===== src/rtl/req_ack_fifo.sv =====
// Synchronous FIFO answering req/ack initiators on both ports.
// Each port runs four-phase handshake or streaming mode; stream pop is first-word fall-through.
module req_ack_fifo #(
    parameter int unsigned WIDTH  = 32,
    parameter int unsigned DEPTH  = 16,
    parameter int unsigned ADDR_W = $clog2(DEPTH)
) (
    input  logic              clk,
    input  logic              rst,
    input  logic              push_req,
    input  logic [WIDTH-1:0]  push_data_in,
    input  logic              push_stream_mode,
    output logic              push_ack,
    output logic              push_ack_pulse,
    output logic              fifo_full,
    input  logic              pop_req,
    input  logic              pop_stream_mode,
    output logic [WIDTH-1:0]  pop_data_out,
    output logic              pop_ack,
    output logic              pop_ack_pulse,
    output logic              fifo_empty,
    output logic [ADDR_W:0]   count
);

    localparam int unsigned CNT_W = ADDR_W + 1;

    typedef enum logic {PIDLE, PACK} push_state_t;
    typedef enum logic {QIDLE, QACK} pop_state_t;

    logic [WIDTH-1:0]  mem [DEPTH];
    logic [ADDR_W-1:0] wptr;
    logic [ADDR_W-1:0] rptr;
    logic [WIDTH-1:0]  pop_data_q;
    push_state_t       push_state;
    push_state_t       push_next;
    pop_state_t        pop_state;
    pop_state_t        pop_next;
    logic              write_c;
    logic              read_c;

    assign fifo_full  = (count == CNT_W'(DEPTH));
    assign fifo_empty = (count == '0);

    // Push port: stream mode never leaves PIDLE, so ack is the live qualifier
    always_comb begin
        push_next = push_state;
        write_c   = 1'b0;
        push_ack  = 1'b0;
        case (push_state)
            PIDLE: begin
                if (push_req && !fifo_full) begin
                    write_c = 1'b1;
                    if (push_stream_mode) begin
                        push_ack = 1'b1;
                    end else begin
                        push_next = PACK;
                    end
                end
            end
            PACK: begin
                push_ack = 1'b1;
                if (!push_req) begin
                    push_next = PIDLE;
                end
            end
            default: push_next = PIDLE;
        endcase
    end

    // Pop port: stream mode shows mem[rptr] directly, handshake shows the captured word
    always_comb begin
        pop_next     = pop_state;
        read_c       = 1'b0;
        pop_ack      = 1'b0;
        pop_data_out = pop_data_q;
        case (pop_state)
            QIDLE: begin
                if (pop_stream_mode) begin
                    pop_data_out = mem[rptr];
                end
                if (pop_req && !fifo_empty) begin
                    read_c = 1'b1;
                    if (pop_stream_mode) begin
                        pop_ack = 1'b1;
                    end else begin
                        pop_next = QACK;
                    end
                end
            end
            QACK: begin
                pop_ack = 1'b1;
                if (!pop_req) begin
                    pop_next = QIDLE;
                end
            end
            default: pop_next = QIDLE;
        endcase
    end

    always_ff @(posedge clk or posedge rst) begin
        if (rst) begin
            push_state     <= PIDLE;
            pop_state      <= QIDLE;
            wptr           <= '0;
            rptr           <= '0;
            count          <= '0;
            pop_data_q     <= '0;
            push_ack_pulse <= 1'b0;
            pop_ack_pulse  <= 1'b0;
        end else begin
            push_state     <= push_next;
            pop_state      <= pop_next;
            push_ack_pulse <= write_c;
            pop_ack_pulse  <= read_c;
            count          <= count + CNT_W'(write_c) - CNT_W'(read_c);
            if (write_c) begin
                wptr <= wptr + ADDR_W'(1);
            end
            if (read_c) begin
                rptr       <= rptr + ADDR_W'(1);
                pop_data_q <= mem[rptr];
            end
        end
    end

    // Storage is deliberately left out of reset
    always_ff @(posedge clk) begin
        if (write_c) begin
            mem[wptr] <= push_data_in;
        end
    end

endmodule

===== config.mk =====
export PLATFORM = sky130hd
export DESIGN_NAME = req_ack_fifo
export DESIGN_NICKNAME = d
export VERILOG_FILES = /design/src/rtl/req_ack_fifo.sv
export SDC_FILE = /design/constraint.sdc
export NUM_CORES = 1
export LEC_CHECK = 0
export CAP_MARGIN = 20
export CORE_MARGIN = 5
export CORE_UTILIZATION = 50
export CTS_CLUSTER_SIZE = 16
export DETAILED_ROUTE_END_ITERATION = 6
export PLACE_DENSITY = 0.67
export SLEW_MARGIN = 20
export SYNTH_ARGS = -nofsm -noshare
export SYNTH_HDL_FRONTEND = slang
export SYNTH_SLANG_ARGS = --single-unit

===== constraint.sdc =====
create_clock -name clk -period 12.05 [get_ports clk]
set_input_delay 3.0125 -clock clk [delete_from_list [all_inputs] [get_ports clk]]
set_output_delay 3.0125 -clock clk [all_outputs]
set_load 0.02 [all_outputs]

==> flow_metrics.py, run 1 <==
metrics = {
    "worst_setup_path": {
        "critPathBufInv": 3,
        "worstPathMaxFanout": 64,
        "critPathTopFamily": "buffers and inverters",
        "max_stage_delay_ps": 650,
        "worstPathArrival_ps": 5100,
        "path_cells": "clkdlybuf4s50_1 -> nand2b_2 -> buf_4 -> nand2_1 -> o21ai_0 -> clkdlybuf4s50_1",
        "slowest_stage": "clkdlybuf4s50_1",
        "end_kind": "output port",
        "crit_path_frequent_cell": "clkdlybuf4s50_1",
        "required_ps": 9040,
        "cp-start-kind": "input port",
        "crit_type": "in -> out",
    },
    "yosys": {
        "synth_largest_area_cell": "edfxtp_1",
        "post_synth_main_area_contributors": "edfxtp_1 69%, mux4_2 10%, dfrtp_1 5.5%, mux2i_1 3.3%, mux4_1 2.0%",
        "synth.most_common_cell": "edfxtp_1",
        "syn_area_um2": 22100,
        "ys_top_cells_by_count": "512 x edfxtp_1, 103 x mux4_2, 75 x nand2_1",
        "netlist_instances": 1072,
        "synth_ff_type": "edfxtp_1",
        "synth_area_per_cell_um2": 20.7,
        "synth_cell_types": 42,
        "yosysWarnings": 0,
        "ys_ff_latch": 561,
        "synth_edf_count": 512,
        "syn_nets": 1122,
        "yosys.area.top_type_share_pct": 69.5,
        "ys_seq_area_share_pct": 75.0,
        "synth-async-reset-ratio_pct": 8.73,
    },
    "placement": {
        "place.gp.congestion": 0.729,
        "hpwl_um": 24300,
        "dp_slack_ps": 3940,
        "io_buffers": 80,
        "dpl_cell_area_um2": 23600,
    },
    "timing": {
        "clock.fmax_ghz": 0.123,
        "slew-limit-headroom_pct": 26.9,
        "drv_slew": 0,
        "hold_viol_final": 0,
        "post-route-period-util_pct": 67.3,
        "tightest_slew_ps": 1100,
        "setup_tns_ps": 0,
        "finalClockSkew_ps": 17.7,
        "layout_setup_ws_ps": 3940,
        "rsz0062_at_grt": "no",
        "fin_crit_ps": 8110,
        "setup_viol": 0,
    },
    "route": {
        "wl_per_cell_um": 25.0,
        "via_per_inst": 5.69,
        "drtIter0Drc": 998,
        "drc": 0,
        "wirelength_um": 45500,
        "drtAntennaViolNets": 0,
        "dr.pass1.iters": 5,
        "vias": 10328,
    },
    "floorplanning": {
        "dieArea_um2": 48600,
        "std_cell_rows": 77,
        "start_util_pct": 50.3,
        "core_region_area_um2": 44000,
        "ios": 81,
        "die_h_um": 220,
        "die_w_um": 220,
    },
    "global_route": {
        "antenna_found_initial": 2,
        "grt_pass1_vias": 10826,
        "grt_max_degree": 82,
        "grt_usage_pct": 19.2,
        "overflow": 0,
        "grt_pass1_wl_um": 68900,
    },
    "layout": {
        "nets": 1228,
        "finalInstanceArea_um2": 25200,
        "drive_gt1_share_pct": 21.4,
        "syn_to_final_growth_pct": 14.1,
    },
    "cts": {
        "cts_made_buffers": 56,
        "clk_path_buf_depth": 3,
        "cts_setup_buffers": 0,
        "clk_latency_ps": 590,
        "clk_pin_slew_ps": 50,
        "cts_resized": 0,
        "ctsHtreeMaxLevel": 2,
        "ctsHoldBuffers": 0,
        "cts_tree": "done",
        "root_buffer": "clkbuf_16",
        "clock_sinks": 561,
    },
    "power_and_ir_drop": {
        "switching_share_pct": 30.0,
        "p_sw_w": 0.00173,
        "p_seq_share_pct": 43.8,
        "peakVddDrop_mv": 0.152,
        "power.share.combinational_pct": 29.0,
        "clkPwrFrac_pct": 27.2,
        "power_density_nw_per_um2": 228,
        "power.total_w": 0.00577,
        "p_int_w": 0.00404,
        "p_leak_nw": 8.33,
    },
    "run_status": {
        "status": "finished clean",
    },
    "run": {
        "cap_violations": 0,
    },
    "min_path": {
        "worst_hold_path_type": "reg -> reg",
    },
}
metal layers:
layer	share of wire, %	vias to the layer above	global-route usage [%]
li1	-	4564	-
met3	5.4	68	3.63
met2	49	289	31.2
met1	44	5405	27.5
met4	2.0	2	4.76
met5	0.029	-	0
cell type report:
type / instances / area (um2)
antenna: 1 / 2.50
clock buffer: 81 / 1520
clock inverter: 22 / 111
fill: 3228 / 18800
inverter: 12 / 45.0
multi-input combinational: 442 / 5220
sequential: 561 / 16600
tap: 592 / 741
timing repair buffer: 105 / 1000
worst min-delay path, stage by stage (launching register included):
cell     delay, ps
dfrtp_1        340
nand2_1         40
o21ai_0         60
final timing paths:
kind                       slack (ps)  depth (start not counted)                          to                        from
max in group asynchronous        8470                          3         rptr[2]$_DFFE_PP0P_                         rst
hold / removal                    480                          2  pop_data_q[13]$_DFFE_PP0P_  pop_data_q[13]$_DFFE_PP0P_
min in group asynchronous        2990                          3  pop_data_q[18]$_DFFE_PP0P_                         rst
setup / recovery                 3940                          6             pop_data_out[0]             pop_stream_mode
hold reg to reg                   480                          2  pop_data_q[13]$_DFFE_PP0P_  pop_data_q[13]$_DFFE_PP0P_
setup reg to reg                 8420                         14          count[4]$_DFF_PP0_          count[2]$_DFF_PP0_
state kept, by name, summed over array words and instances (netlist names):
register,count
mem,512
pop_data_q,32
count,5
rptr,4
wptr,4
pop_ack_pulse,1
pop_state,1
push_ack_pulse,1
push_state,1
power groups by stage:
| stage | clock network, W | logic, W | registers [W] |
|---|---|---|---|
| after global routing | 0.00169 | 0.00181 | 0.00255 |
| after global placement | 0 | 0.00168 | 0.00256 |
| after detailed placement | 0 | 0.00170 | 0.00257 |
| after floorplan | 0 | 0.00132 | 0.00243 |
| after CTS | 0.00160 | 0.00170 | 0.00253 |
| final | 0.00157 | 0.00167 | 0.00253 |
cells in the final DEF (no fill, tap or decap), types with 5 or more instances in the layout:
master           instances
o21ai_2                 10
ha_1                    11
xnor2_1                  8
nor2_1                   9
edfxtp_1               512
o21ai_1                 20
nand2b_1                 6
buf_4                   24
mux2_4                   5
mux4_1                  17
clkinv_2                 9
clkbuf_1                24
inv_1                   11
mux2_2                  23
dfrtp_1                 45
clkinv_1                 9
nand2_1                 75
mux4_2                 103
nor2_4                  12
o21ai_0                 35
clkdlybuf4s50_1         80
mux2i_1                 72
clkbuf_16               57
stage by stage:
stage	utilization, %	instances	hold slack, ps
final	57.3	1816	480
after global routing	57.3	1815	507
after CTS	57.3	1815	484
after detailed placement	53.6	1712	470
after global placement	53.6	1712	462
after floorplan	-	1072	450
kinds of logic after synthesis:
kind of cell | Yosys count | synth area share (%)
mux | 220 | 17.3
fa+ha+maj | 12 | 0.712
buf+inv | 69 | 2.01
xor+xnor | 10 | 0.396
simple gates | 116 | 2.27
flops | 561 | 75.0
compound gates | 84 | 2.36
No activity file was read; power rests on OpenSTA's default activity.
==> run 2: changes to the inputs <==
==> constraint.sdc (replaced) <==
create_clock -name clk -period 7.6 [get_ports clk]
set_input_delay 1.9 -clock clk [delete_from_list [all_inputs] [get_ports clk]]
set_output_delay 1.9 -clock clk [all_outputs]
set_load 0.02 [all_outputs]
==> flow_metrics.py, run 2 (synthesis gave the netlist of run 1 again) <==
metrics = {
    "timing": {
        "post-route-period-util_pct": 78.6,
        "slew-limit-headroom_pct": 29.3,
        "finalClockSkew_ps": 21.2,
        "rsz0062_at_grt": "no",
        "drv_slew": 0,
        "fin_crit_ps": 5970,
        "setup_tns_ps": 0,
        "clock.fmax_ghz": 0.167,
        "tightest_slew_ps": 1060,
        "hold_viol_final": 0,
        "layout_setup_ws_ps": 1630,
        "setup_viol": 0,
    },
    "route": {
        "via_per_inst": 5.68,
        "vias": 10365,
        "drtIter0Drc": 967,
        "drc": 0,
        "drtAntennaViolNets": 0,
        "dr.pass1.iters": 5,
        "wirelength_um": 44600,
        "wl_per_cell_um": 24.4,
    },
    "layout": {
        "largestRegisters": "mem (512), pop_data_q (32), count (5)",
        "regMostFlops": "mem",
        "fill_cells": 3234,
        "multi_input_area_um2": 5210,
        "final_common_cell": "edfxtp_1",
        "nets": 1233,
        "drive_gt1_share_pct": 22.6,
        "syn_to_final_growth_pct": 14.6,
        "mostFrequentLayoutCells": "512 x edfxtp_1, 103 x mux4_2, 80 x clkdlybuf4s50_1",
        "seqCellArea_um2": 16600,
        "largest_reg_flops": 512,
    },
    "floorplanning": {
        "die_w_um": 220,
        "die_h_um": 220,
        "ios": 81,
        "core_region_area_um2": 44000,
        "dieArea_um2": 48600,
        "std_cell_rows": 77,
        "start_util_pct": 50.3,
    },
    "placement": {
        "dp_slack_ps": 1240,
        "io_buffers": 80,
        "hpwl_um": 24700,
        "place.gp.congestion": 0.741,
    },
    "worst_setup_path": {
        "crit_path_frequent_cell": "clkdlybuf4s50_1",
        "path_cells": "clkdlybuf4s50_1 -> nand2b_4 -> buf_4 -> nand2_1 -> o21ai_0 -> clkdlybuf4s50_1",
        "max_stage_delay_ps": 640,
        "worstPathArrival_ps": 4070,
        "worstPathMaxFanout": 46,
        "required_ps": 5700,
        "end_kind": "output port",
        "slowest_stage": "clkdlybuf4s50_1",
        "cp-start-kind": "input port",
        "crit_type": "in -> out",
    },
    "global_route": {
        "overflow": 0,
        "grt_max_degree": 68,
        "grt_pass1_vias": 10718,
        "grtUsageMet3_pct": 2.87,
        "met2_usage_pct": 30.8,
        "grt.met1_usage_pct": 27.1,
        "antenna_found_initial": 2,
        "top_usage_layer": "met2",
        "grt_usage_pct": 19.0,
        "grt_pass1_wl_um": 68000,
    },
    "cts": {
        "clk_path_buf_depth": 3,
        "cts_tree": "done",
        "ctsHtreeMaxLevel": 2,
        "clk_pin_slew_ps": 60,
        "cts_made_buffers": 55,
        "cts_resized": 0,
        "cts_setup_buffers": 0,
        "clock_sinks": 561,
        "clk_latency_ps": 600,
        "root_buffer": "clkbuf_16",
        "ctsHoldBuffers": 0,
    },
    "run_status": {
        "status": "finished clean",
    },
    "power_and_ir_drop": {
        "power.total_w": 0.00921,
        "peakVddDrop_mv": 0.304,
        "power_density_nw_per_um2": 363,
        "p_leak_nw": 8.43,
    },
    "run": {
        "cap_violations": 0,
    },
    "min_path": {
        "worst_hold_path_type": "reg -> reg",
    },
}
run 2: cell types whose count changed in the layout (fill, tap and decap cells not counted), sizes merged:
| cell | before | now |
|---|---|---|
| clkbuf | 81 | 68 |
| diode | 1 | 2 |
| clkinvlp | 2 | 0 |
| buf | 25 | 31 |
| clkinv | 18 | 31 |
| bufinv | 0 | 3 |
run 2: final timing paths:
kind	start	slack [ps]	cells after the start	end
max	pop_stream_mode	1630	6	pop_data_out[18]
min	pop_data_q[14]$_DFFE_PP0P_	480	2	pop_data_q[14]$_DFFE_PP0P_
max reg2reg	count[3]$_DFF_PP0_	4000	14	count[4]$_DFF_PP0_
min reg2reg	pop_data_q[14]$_DFFE_PP0P_	480	2	pop_data_q[14]$_DFFE_PP0P_
max in group asynchronous	rst	5160	3	rptr[1]$_DFFE_PP0P_
min in group asynchronous	rst	1860	3	push_ack_pulse$_DFF_PP0_
run 2: metal layers:
layer | part of all wire [%] | vias up
li1 | - | 4586
met1 | 43 | 5437
met2 | 49 | 274
met3 | 5.2 | 66
met4 | 2.1 | 2
met5 | 0.016 | -
run 2: metrics by stage:
stage          hold WS (ps)  utilization (%)  std cells  area (um2)
3_5_place_dp            470             53.7       1718       23700
3_3_place_gp            461             53.7       1718       23700
5_1_grt                 510             57.6       1822       25400
6_report                480             57.6       1824       25400
2_1_floorplan           450                -       1072       22100
4_1_cts                 484             57.6       1822       25400
run 2: final cells by class:
| type | instances | share of cell area [%] |
|---|---|---|
| clock inverter | 36 | 1.04 |
| inverter | 12 | 0.178 |
| tap | 592 | 2.92 |
| multi-input combinational | 442 | 20.5 |
| timing repair buffer | 111 | 4.12 |
| clock buffer | 68 | 5.70 |
| sequential | 561 | 65.5 |
| antenna | 2 | 0.0197 |
run 2: critical path: cells and delay by family:
kind                   cells  cell delay, ps
and+or+nand+nor            2             570
AOI/OAI and AO/OA          1              80
buffers and inverters      3            1490
run 2: report_power, final:
group / internal, W / switching [W] / leakage [nW] / total (W)
Clock: 0.00145 / 0.00111 / 0.852 / 0.00256
Combinational: 0.00133 / 0.00124 / 2.36 / 0.00257
Sequential: 0.00369 / 0.000381 / 5.21 / 0.00408
==> run 3: changes to the inputs <==
==> constraint.sdc (replaced) <==
create_clock -name clk -period 6 [get_ports clk]
set_input_delay 1.5 -clock clk [delete_from_list [all_inputs] [get_ports clk]]
set_output_delay 1.5 -clock clk [all_outputs]
set_load 0.02 [all_outputs]
==> flow_metrics.py, run 3 (synthesis gave the netlist of run 1 again) <==
metrics = {
    "run_status": {
        "status": "finished clean",
    },
    "worst_setup_path": {
        "worstPathMaxFanout": 42,
        "r2r_cells": 14,
        "rr_startpoint": "count[2]$_DFF_PP0_",
        "critPathTopFamily": "buffers and inverters",
        "path_cells": "buf_4 -> mux4_2 -> mux2i_1 -> mux2_2 -> o21ai_1 -> clkdlybuf4s50_1",
        "slowest_stage": "dfrtp_4",
        "worstPathArrival_ps": 3650,
        "required_ps": 4500,
        "critPathBufInv": 2,
        "crit_type": "reg -> out",
        "cp-start-kind": "flip-flop",
        "regToRegSetupSlack_ps": 2440,
        "end_kind": "output port",
        "reg2reg_to": "count[4]$_DFF_PP0_",
        "max_stage_delay_ps": 980,
    },
    "layout": {
        "drive_gt1_share_pct": 23.6,
        "mostFrequentLayoutCells": "512 x edfxtp_1, 103 x mux4_2, 80 x clkdlybuf4s50_1",
        "nets": 1239,
        "largestRegisters": "mem (512), pop_data_q (32), count (5)",
        "fill_cells": 3239,
        "syn_to_final_growth_pct": 15.7,
        "final_util_pct": 58.2,
        "final_common_cell": "edfxtp_1",
        "largest_reg_flops": 512,
        "regMostFlops": "mem",
    },
    "route": {
        "drtIter0Drc": 880,
        "drc": 0,
        "drtAntennaViolNets": 0,
        "wl_per_cell_um": 24.8,
        "via_per_inst": 5.67,
        "dr.pass1.iters": 5,
        "wirelength_um": 45300,
        "vias": 10367,
    },
    "global_route": {
        "grt_pass1_vias": 10666,
        "met2_usage_pct": 31.1,
        "grt.met1_usage_pct": 27.0,
        "top_usage_layer": "met2",
        "grt_pass1_wl_um": 67900,
        "overflow": 0,
        "grt_usage_pct": 19.0,
        "antenna_found_initial": 2,
        "grt_max_degree": 68,
        "grtUsageMet3_pct": 3.12,
    },
    "cts": {
        "clock_sinks": 561,
        "cts_setup_buffers": 0,
        "cts_made_buffers": 55,
        "clk_pin_slew_ps": 60,
        "ctsHtreeMaxLevel": 2,
        "ctsHoldBuffers": 0,
        "cts_tree": "done",
        "clk_latency_ps": 600,
        "clk_path_buf_depth": 3,
        "cts_resized": 0,
        "root_buffer": "clkbuf_16",
    },
    "timing": {
        "hold_viol_final": 0,
        "fin_crit_ps": 5150,
        "rsz0062_at_grt": "no",
        "drv_slew": 0,
        "finalClockSkew_ps": 28.7,
        "tightest_slew_ps": 872,
        "setup_viol": 0,
        "setup_tns_ps": 0,
        "clock.fmax_ghz": 0.194,
        "holdWs_ps": 480,
        "slew-limit-headroom_pct": 41.9,
        "post-route-period-util_pct": 85.8,
    },
    "floorplanning": {
        "std_cell_rows": 77,
        "core_region_area_um2": 44000,
        "dieArea_um2": 48600,
        "die_w_um": 220,
        "die_h_um": 220,
        "start_util_pct": 50.3,
        "ios": 81,
    },
    "placement": {
        "io_buffers": 80,
        "hpwl_um": 25600,
        "place.gp.congestion": 0.719,
    },
    "power_and_ir_drop": {
        "power_density_nw_per_um2": 465,
        "peakVddDrop_mv": 0.288,
        "p_leak_nw": 8.53,
    },
    "min_path": {
        "min_path_cells": 2,
        "min_to": "pop_data_q[9]$_DFFE_PP0P_",
        "hold_start": "pop_data_q[9]$_DFFE_PP0P_",
        "worst_hold_path_type": "reg -> reg",
    },
    "run": {
        "cap_violations": 0,
    },
}
==> run 3: per-layer routing <==
layer	vias to the layer above	wire length, um
met2	238	22500
met3	58	2030
met4	2	769
met5	-	17
li1	4588	-
met1	5481	20000
==> run 3: worst max path at each step <==
stage,to,slack (ps),from,depth (start not counted)
after floorplan,mem[3][0]$_DFFE_PP_,1200,push_req,3
after global placement,pop_data_out[20],1340,pop_stream_mode,6
after detailed placement,pop_data_out[13],1270,pop_stream_mode,5
after CTS,pop_data_out[9],740,rptr[2]$_DFFE_PP0P_,6
after global routing,pop_data_out[9],590,rptr[2]$_DFFE_PP0P_,6
final,pop_data_out[9],850,rptr[2]$_DFFE_PP0P_,6
==> run 3: worst register-to-register path: cells and delay by family (launching register included) <==
| kind | cells | cell delay (ps) |
|---|---|---|
| AOI/OAI and AO/OA | 1 | 150 |
| xor gates and xnor gates | 1 | 120 |
| adders and majority gates | 4 | 1120 |
| buffers and inverters | 4 | 980 |
| DFF | 1 | 400 |
| and+or+nand+nor | 4 | 700 |
==> run 3: metrics by stage <==
stage                     setup slack [ps]  cells  area, um2  power, W
after floorplan                       1200   1072      22100   0.00754
after detailed placement              1270   1724      23800   0.00862
final                                  853   1828      25600    0.0119
after global placement                1340   1724      23800   0.00856
after CTS                              744   1827      25600    0.0121
after global routing                   587   1828      25600    0.0125
==> run 3: where the power goes <==
group	switching (W)	internal [W]
Combinational	0.00170	0.00171
Clock	0.00143	0.00201
Sequential	0.000385	0.00468
Total	0.00351	0.00840
==> run 3: final cells by class <==
type                    count  area, um2  area share, %
well taps                 592        741           2.89
multi-input cells         442       5200           20.3
inverters                  12       45.0          0.176
diodes                      1       2.50        0.00977
flip-flops and latches    561      16600           64.9
repair buffers            117       1180           4.60
clock buffers              71       1520           5.93
clock inverters            32        309           1.21
